<file path="src/rtl/seg7_scan_counter.sv">
// seg7_scan_counter: debounced 4-button N-digit BCD/hex up/down counter on a scanned 7-segment display
// Ports: i_button {mode,clear,dec,inc} raw presses; o_digitalTube {g..a} and o_sel one-hot digit scan;
// o_led mirrors counter[7:0]; o_wrap pulses for one cycle when the counter wraps max<->0.
module seg7_scan_counter #(
  parameter int N_DIGITS = 4,
  parameter int DEBOUNCE_CYCLES = 1000000,
  parameter int SCAN_CYCLES = 50000,
  parameter bit SEG_ACTIVE_LOW = 1'b1
) (
  input  logic                i_clk,
  input  logic                i_rst,
  input  logic [3:0]          i_button,
  output logic [6:0]          o_digitalTube,
  output logic [N_DIGITS-1:0] o_sel,
  output logic [7:0]          o_led,
  output logic                o_wrap
);
  localparam int W = 4 * N_DIGITS;
  localparam int DW = $clog2(DEBOUNCE_CYCLES);
  localparam int SW = SCAN_CYCLES > 1 ? $clog2(SCAN_CYCLES) : 1;
  localparam int IW = N_DIGITS > 1 ? $clog2(N_DIGITS) : 1;
  localparam logic [W-1:0] DEC_MAX = {N_DIGITS{4'h9}};
  function automatic logic [6:0] seg_of(input logic [3:0] d, input logic blank);
    logic [6:0] s;
    case (d)
      4'h0: s = 7'h3F;
      4'h1: s = 7'h06;
      4'h2: s = 7'h5B;
      4'h3: s = 7'h4F;
      4'h4: s = 7'h66;
      4'h5: s = 7'h6D;
      4'h6: s = 7'h7D;
      4'h7: s = 7'h07;
      4'h8: s = 7'h7F;
      4'h9: s = 7'h6F;
      4'hA: s = 7'h77;
      4'hB: s = 7'h7C;
      4'hC: s = 7'h39;
      4'hD: s = 7'h5E;
      4'hE: s = 7'h79;
      default: s = 7'h71;
    endcase
    s = blank ? 7'h00 : s;
    return SEG_ACTIVE_LOW ? ~s : s;
  endfunction
  logic [3:0] s1, s2, lvl, pulse;
  logic [DW-1:0] dcnt [4];
  // A button level is accepted only after DEBOUNCE_CYCLES consecutive differing samples;
  // only accepted presses (0->1) generate a command pulse.
  always_ff @(posedge i_clk)
    if (i_rst) begin
      s1 <= '0;
      s2 <= '0;
      lvl <= '0;
      pulse <= '0;
      for (int b = 0; b < 4; b++) dcnt[b] <= '0;
    end else begin
      s1 <= i_button;
      s2 <= s1;
      for (int b = 0; b < 4; b++) begin
        pulse[b] <= 1'b0;
        if (s2[b] == lvl[b]) dcnt[b] <= '0;
        else if (dcnt[b] == DW'(DEBOUNCE_CYCLES - 1)) begin
          dcnt[b] <= '0;
          lvl[b] <= s2[b];
          pulse[b] <= s2[b];
        end else dcnt[b] <= dcnt[b] + 1'b1;
      end
    end
  logic inc, dec, clr, mode_t;
  assign {mode_t, clr, dec, inc} = pulse;
  logic hex, wrap_n, ci, cd, z, term, dig_blank;
  logic [W-1:0] cnt, cnt_inc, cnt_dec, cnt_n, cnt_max;
  logic [N_DIGITS-1:0] blank, sel_n;
  logic [SW-1:0] scan;
  logic [IW-1:0] idx, idx_n;
  logic [3:0] dig;
  always_comb begin
    cnt_inc = cnt + 1'b1;
    cnt_dec = cnt - 1'b1;
    ci = 1'b1;
    cd = 1'b1;
    for (int k = 0; k < N_DIGITS; k++) begin
      if (!hex) begin
        cnt_inc[4*k +: 4] = ci ? (cnt[4*k +: 4] == 4'd9 ? 4'd0 : cnt[4*k +: 4] + 4'd1) : cnt[4*k +: 4];
        cnt_dec[4*k +: 4] = cd ? (cnt[4*k +: 4] == 4'd0 ? 4'd9 : cnt[4*k +: 4] - 4'd1) : cnt[4*k +: 4];
      end
      ci = ci & (cnt[4*k +: 4] == 4'd9);
      cd = cd & (cnt[4*k +: 4] == 4'd0);
    end
    cnt_max = hex ? '1 : DEC_MAX;
    cnt_n = cnt;
    wrap_n = 1'b0;
    // mode always forces zero, so clear and mode share the counter path
    if (clr | mode_t) cnt_n = '0;
    else if (inc ^ dec) begin
      cnt_n = inc ? cnt_inc : cnt_dec;
      wrap_n = inc ? cnt == cnt_max : cnt == '0;
    end
    z = 1'b1;
    blank = '0;
    for (int k = N_DIGITS - 1; k >= 0; k--) begin
      z = z & (cnt[4*k +: 4] == 4'd0);
      blank[k] = z && (k != 0);
    end
    term = scan == SW'(SCAN_CYCLES - 1);
    idx_n = term ? (idx == IW'(N_DIGITS - 1) ? '0 : idx + 1'b1) : idx;
    dig = '0;
    dig_blank = 1'b0;
    for (int k = 0; k < N_DIGITS; k++)
      if (idx_n == IW'(k)) begin
        dig = cnt[4*k +: 4];
        dig_blank = blank[k];
      end
    sel_n = N_DIGITS'(1) << idx_n;
    sel_n = SEG_ACTIVE_LOW ? ~sel_n : sel_n;
  end
  always_ff @(posedge i_clk)
    if (i_rst) begin
      cnt <= '0;
      hex <= 1'b0;
      o_led <= '0;
      o_wrap <= 1'b0;
      scan <= '0;
      idx <= '0;
      o_sel <= SEG_ACTIVE_LOW ? ~N_DIGITS'(1) : N_DIGITS'(1);
      o_digitalTube <= seg_of(4'h0, 1'b0);
    end else begin
      cnt <= cnt_n;
      hex <= hex ^ mode_t;
      o_led <= 8'(cnt_n);
      o_wrap <= wrap_n;
      scan <= term ? '0 : scan + 1'b1;
      idx <= idx_n;
      // the digit pattern is latched at selection time, so counter changes show on the next visit
      if (term) begin
        o_sel <= sel_n;
        o_digitalTube <= seg_of(dig, dig_blank);
      end
    end
endmodule

</file>
<file path="config.mk">
export PLATFORM = sky130hd
export DESIGN_NAME = seg7_scan_counter
export DESIGN_NICKNAME = d
export VERILOG_FILES = /design/src/rtl/seg7_scan_counter.sv
export SDC_FILE = /design/constraint.sdc
export NUM_CORES = 1
export LEC_CHECK = 0
export ABC_AREA = 1
export ABC_CLOCK_PERIOD_IN_PS = 2600
export BUFFER_PORTS_ARGS = -buffer_cell sky130_fd_sc_hd__buf_2
export CAP_MARGIN = 0
export CORE_MARGIN = 5
export CORE_UTILIZATION = 63
export DETAILED_ROUTE_END_ITERATION = 10
export PLACE_DENSITY = 0.81
export SYNTH_ARGS = -nofsm -noshare
export SYNTH_HDL_FRONTEND = slang
export SYNTH_SLANG_ARGS = --single-unit
</file>
<file path="constraint.sdc">
create_clock -name i_clk -period 2.6 [get_ports i_clk]
set_input_delay 0.13 -clock i_clk [delete_from_list [all_inputs] [get_ports i_clk]]
set_output_delay 0.13 -clock i_clk [all_outputs]
set_load 0.005 [all_outputs]
</file>
==> results.sh <==
export IMPL_outcome="finished clean"
export IMPL_crit_chain="ha_4, nand3_4, nor2_4, nand2_2, nand2_4, nand2_4, nand3_1, nand3_1, nand2_4, inv_1, ha_1, inv_1, nand3_1, nand3_1, nand2_1, nor2_1, nor2_1"
export IMPL_clock_sinks=143
export IMPL_fin_crit_sh_pct=91.4
export IMPL_synth_most_common_cell="nor2_1"
export IMPL_finalHoldViolCount=0
export IMPL_syn_cell_area_um2=8670
export IMPL_dp_cells=1368
export IMPL_yosysUniqueCellTypes=60
export IMPL_min_path_type="input port to flip-flop"
export IMPL_antenna_found_initial=0
export IMPL_via_per_inst=5.46
export IMPL_skew_ps=5.09
export IMPL_worstHoldStart="i_rst"
export IMPL_rr_endpoint="o_digitalTube[3]$_SDFFE_PP0N_"
export IMPL_max_stage_delay_ps=380
export IMPL_area_growth_pct=13.7
export IMPL_num_vias=7675
export IMPL_crit_path_end_kind="flip-flop"
export IMPL_async_reset_ff_share_pct=0
export IMPL_grt_max_degree=18
export IMPL_drc=0
export IMPL_drtIter0Drc=671
export IMPL_max_cap_violations=0
export IMPL_max_freq_mhz=421
export IMPL_numCtsBuffers=17
export IMPL_worstReg2RegStart="scan[0]$_SDFF_PP0_"
export IMPL_pwr_share_clk_pct=45.8
export IMPL_synth_area_leaders="edfxtp_1 28%, dfxtp_1 15%, nor2_1 7.2%"
export IMPL_stdcell_count=1406
export IMPL_grt_ovfl_total=0
export IMPL_maxSlewHeadroom_pct=64.6
export IMPL_irDropWorstVdd_v=0.000525
export IMPL_place_gp_congestion=0.971
export IMPL_fin_area_um2=9860
export IMPL_drt_total_wl_mm=18.5
export IMPL_cpMostUsedCell="nand3_1"
export IMPL_synth_common_cells="167 x nor2_1, 161 x nand2_1, 137 x inv_1, 80 x a21oi_1, 80 x edfxtp_1"
export IMPL_drt_pass1_iter_count=6
export IMPL_fin_hold_ws_ps=75.4
export IMPL_start_util_pct=65.0
export IMPL_die_x_um=127
export IMPL_ff2ff_setup_slack_ps=220
export IMPL_wl_per_cell_um=13.2
export IMPL_cts_clk_slew_worst_paths_ps=60
export IMPL_io_buffers=25
export IMPL_p_per_area_nw_per_um2=500
export IMPL_synth_top_cell_area_share_pct=27.7
export IMPL_clk_path_buf_depth=2
export IMPL_fin_tns_setup_ps=0
export IMPL_cp_arrival_ps=2690
export IMPL_yosysWarnings=0
export IMPL_nNetsFinal=1240
export IMPL_drive_gt1_share_pct=12.4
export IMPL_ys_flop_type="edfxtp_1"
export IMPL_n_antenna_cell=0
export IMPL_syn_inst=1110
export IMPL_grt_use_total_pct=23.8
export IMPL_core_um2=13300
export IMPL_io_pins=26
export IMPL_worst_skew_pair_late_latency_ps=420
export IMPL_syn_mean_instance_area_um2=7.81
export IMPL_combPwrFrac_pct=3.5
export IMPL_internal_power_mw=3.82
export IMPL_first_global_vias=7001
export IMPL_start_kind="flip-flop"
export IMPL_fillers=1046
export IMPL_cp_data_required_time_ps=2910
export IMPL_ant_nets=0
export IMPL_worstPathMaxFanout=9
export IMPL_hold_end="pulse[1]$_SDFF_PP0_"
export IMPL_switching_share_pct=22.6
export IMPL_cp_slowest_cell="dfxtp_1"
export IMPL_reg2reg_depth=17
export IMPL_yosysTopAreaCell="edfxtp_1"
export IMPL_cts_root_buffer="clkbuf_16"
export IMPL_ys_seq_elements=143
export IMPL_place_hpwl_mm=13.5
export IMPL_die_h_um=127
export IMPL_post_route_min_period_ps=2380
export IMPL_placed_cell_area_um2=9230
export IMPL_hold_depth=4
export IMPL_drv_slew=0
export IMPL_die_area_um2=16200
export IMPL_switchingPower_mw=1.11
export IMPL_synth_edf_count=80
export IMPL_grt_first_pass_wirelength_mm=31.9
export IMPL_p_leak_nw=4.08
export IMPL_fp_row_count=42
export IMPL_setup_violations=0
export IMPL_crit_type="flip-flop to flip-flop"
export IMPL_tightest_slew_ps=529
export IMPL_pwr_share_seq_pct=50.8
export IMPL_htree_num_levels=4
export IMPL_cts_tree="yes"
export IMPL_ys_seq_area_share_pct=42.2
## state kept, by name, indices dropped and copies added (netlist names)
register	flops
pulse	4
s1	4
idx	2
o_sel	4
s2	4
cnt	16
lvl	4
hex	1
o_digitalTube	7
o_wrap	1
dcnt	80
scan	16
## power groups by stage
stage          clock network, mW  logic [mW]  registers (mW)
2_1_floorplan                  0       0.124            2.54
3_3_place_gp                   0       0.155            2.55
3_5_place_dp                   0       0.160            2.55
4_1_cts                     2.30       0.166            2.50
5_1_grt                     2.41       0.199            2.51
6_report                    2.26       0.171            2.50
## through the flow
stage / setup WS [ps] / util [%] / total power [mW]
floorplan: 423 / - / 2.66
global placement: 292 / 69.1 / 2.70
detailed placement: 188 / 69.1 / 2.71
CTS: 163 / 73.5 / 4.97
global route: -3.26 / 73.9 / 5.12
finish: 223 / 73.9 / 4.93
## area by class of cell
cell class	instances	area [um2]	share of cell area, %
timing repair buffer	44	278	2.82
inverter	156	592	6.00
sequential	143	3660	37.2
multi-input combinational	856	4560	46.3
clock inverter	13	115	1.17
tap	176	220	2.23
clock buffer	18	429	4.35
## kinds of logic after synthesis
kind of cell	Yosys count	synth area share [%]
AO/OA/AOI/OAI	195	13.0
XOR/XNOR	24	2.42
adder cells (fa/ha/maj)	16	2.31
buffers and inverters	190	8.84
flip-flops	143	42.2
other	1	0.0432
AND/OR/NAND/NOR	541	31.1
## layer usage
layer	GRT usage, %	share of wire [%]	vias to the layer above
li1	-	-	3881
met1	31.3	44	3478
met2	39.5	48	261
met3	4.80	5.8	55
met4	7.95	2.1	0
met5	0	0	-
## worst max path at each step
stage	from	endpoint	slack [ps]	depth (start not counted)
3_3_place_gp	scan[0]$_SDFF_PP0_	o_digitalTube[3]$_SDFFE_PP0N_	290	17
3_5_place_dp	scan[0]$_SDFF_PP0_	o_digitalTube[3]$_SDFFE_PP0N_	190	17
4_1_cts	scan[0]$_SDFF_PP0_	o_digitalTube[3]$_SDFFE_PP0N_	160	17
2_1_floorplan	scan[0]$_SDFF_PP0_	o_digitalTube[3]$_SDFFE_PP0N_	420	17
6_report	scan[0]$_SDFF_PP0_	o_digitalTube[3]$_SDFFE_PP0N_	220	17
5_1_grt	scan[0]$_SDFF_PP0_	o_digitalTube[3]$_SDFFE_PP0N_	-3	17
## timing repair
item,4_1_cts,5_1_grt
setup endpoints to repair,0,2
hold buffers,4,0
endpoints found under the hold margin,4,0
resized for setup,0,5
buffers inserted,0,3
## critical path: cells and delay by family, from the launching register on
kind | cells | cell delay, ps
flops | 1 | 380
simple gates | 13 | 1330
fa+ha+maj | 2 | 370
buf+inv | 2 | 180
## cell usage in the layout, fill, tap and decap left out, drive strengths merged, types with 2 or more instances in the layout
| master | count |
|---|---|
| a211o | 2 |
| a211oi | 6 |
| a21oi | 81 |
| a31o | 2 |
| a31oi | 10 |
| and3 | 2 |
| buf | 40 |
| clkbuf | 18 |
| clkinv | 7 |
| clkinvlp | 3 |
| conb | 80 |
| dfxtp | 63 |
| dlygate4sd3 | 4 |
| edfxtp | 80 |
| ha | 16 |
| inv | 158 |
| nand2 | 180 |
| nand3 | 74 |
| nand4 | 25 |
| nor2 | 185 |
| nor3 | 48 |
| nor3b | 17 |
| nor4 | 8 |
| o211ai | 9 |
| o21a | 7 |
| o21ai | 57 |
| o21bai | 5 |
| o311ai | 3 |
| o31ai | 2 |
| o32ai | 2 |
| o41ai | 3 |
| xnor2 | 9 |
| xor2 | 15 |
(Power assumes the default switching activity.)
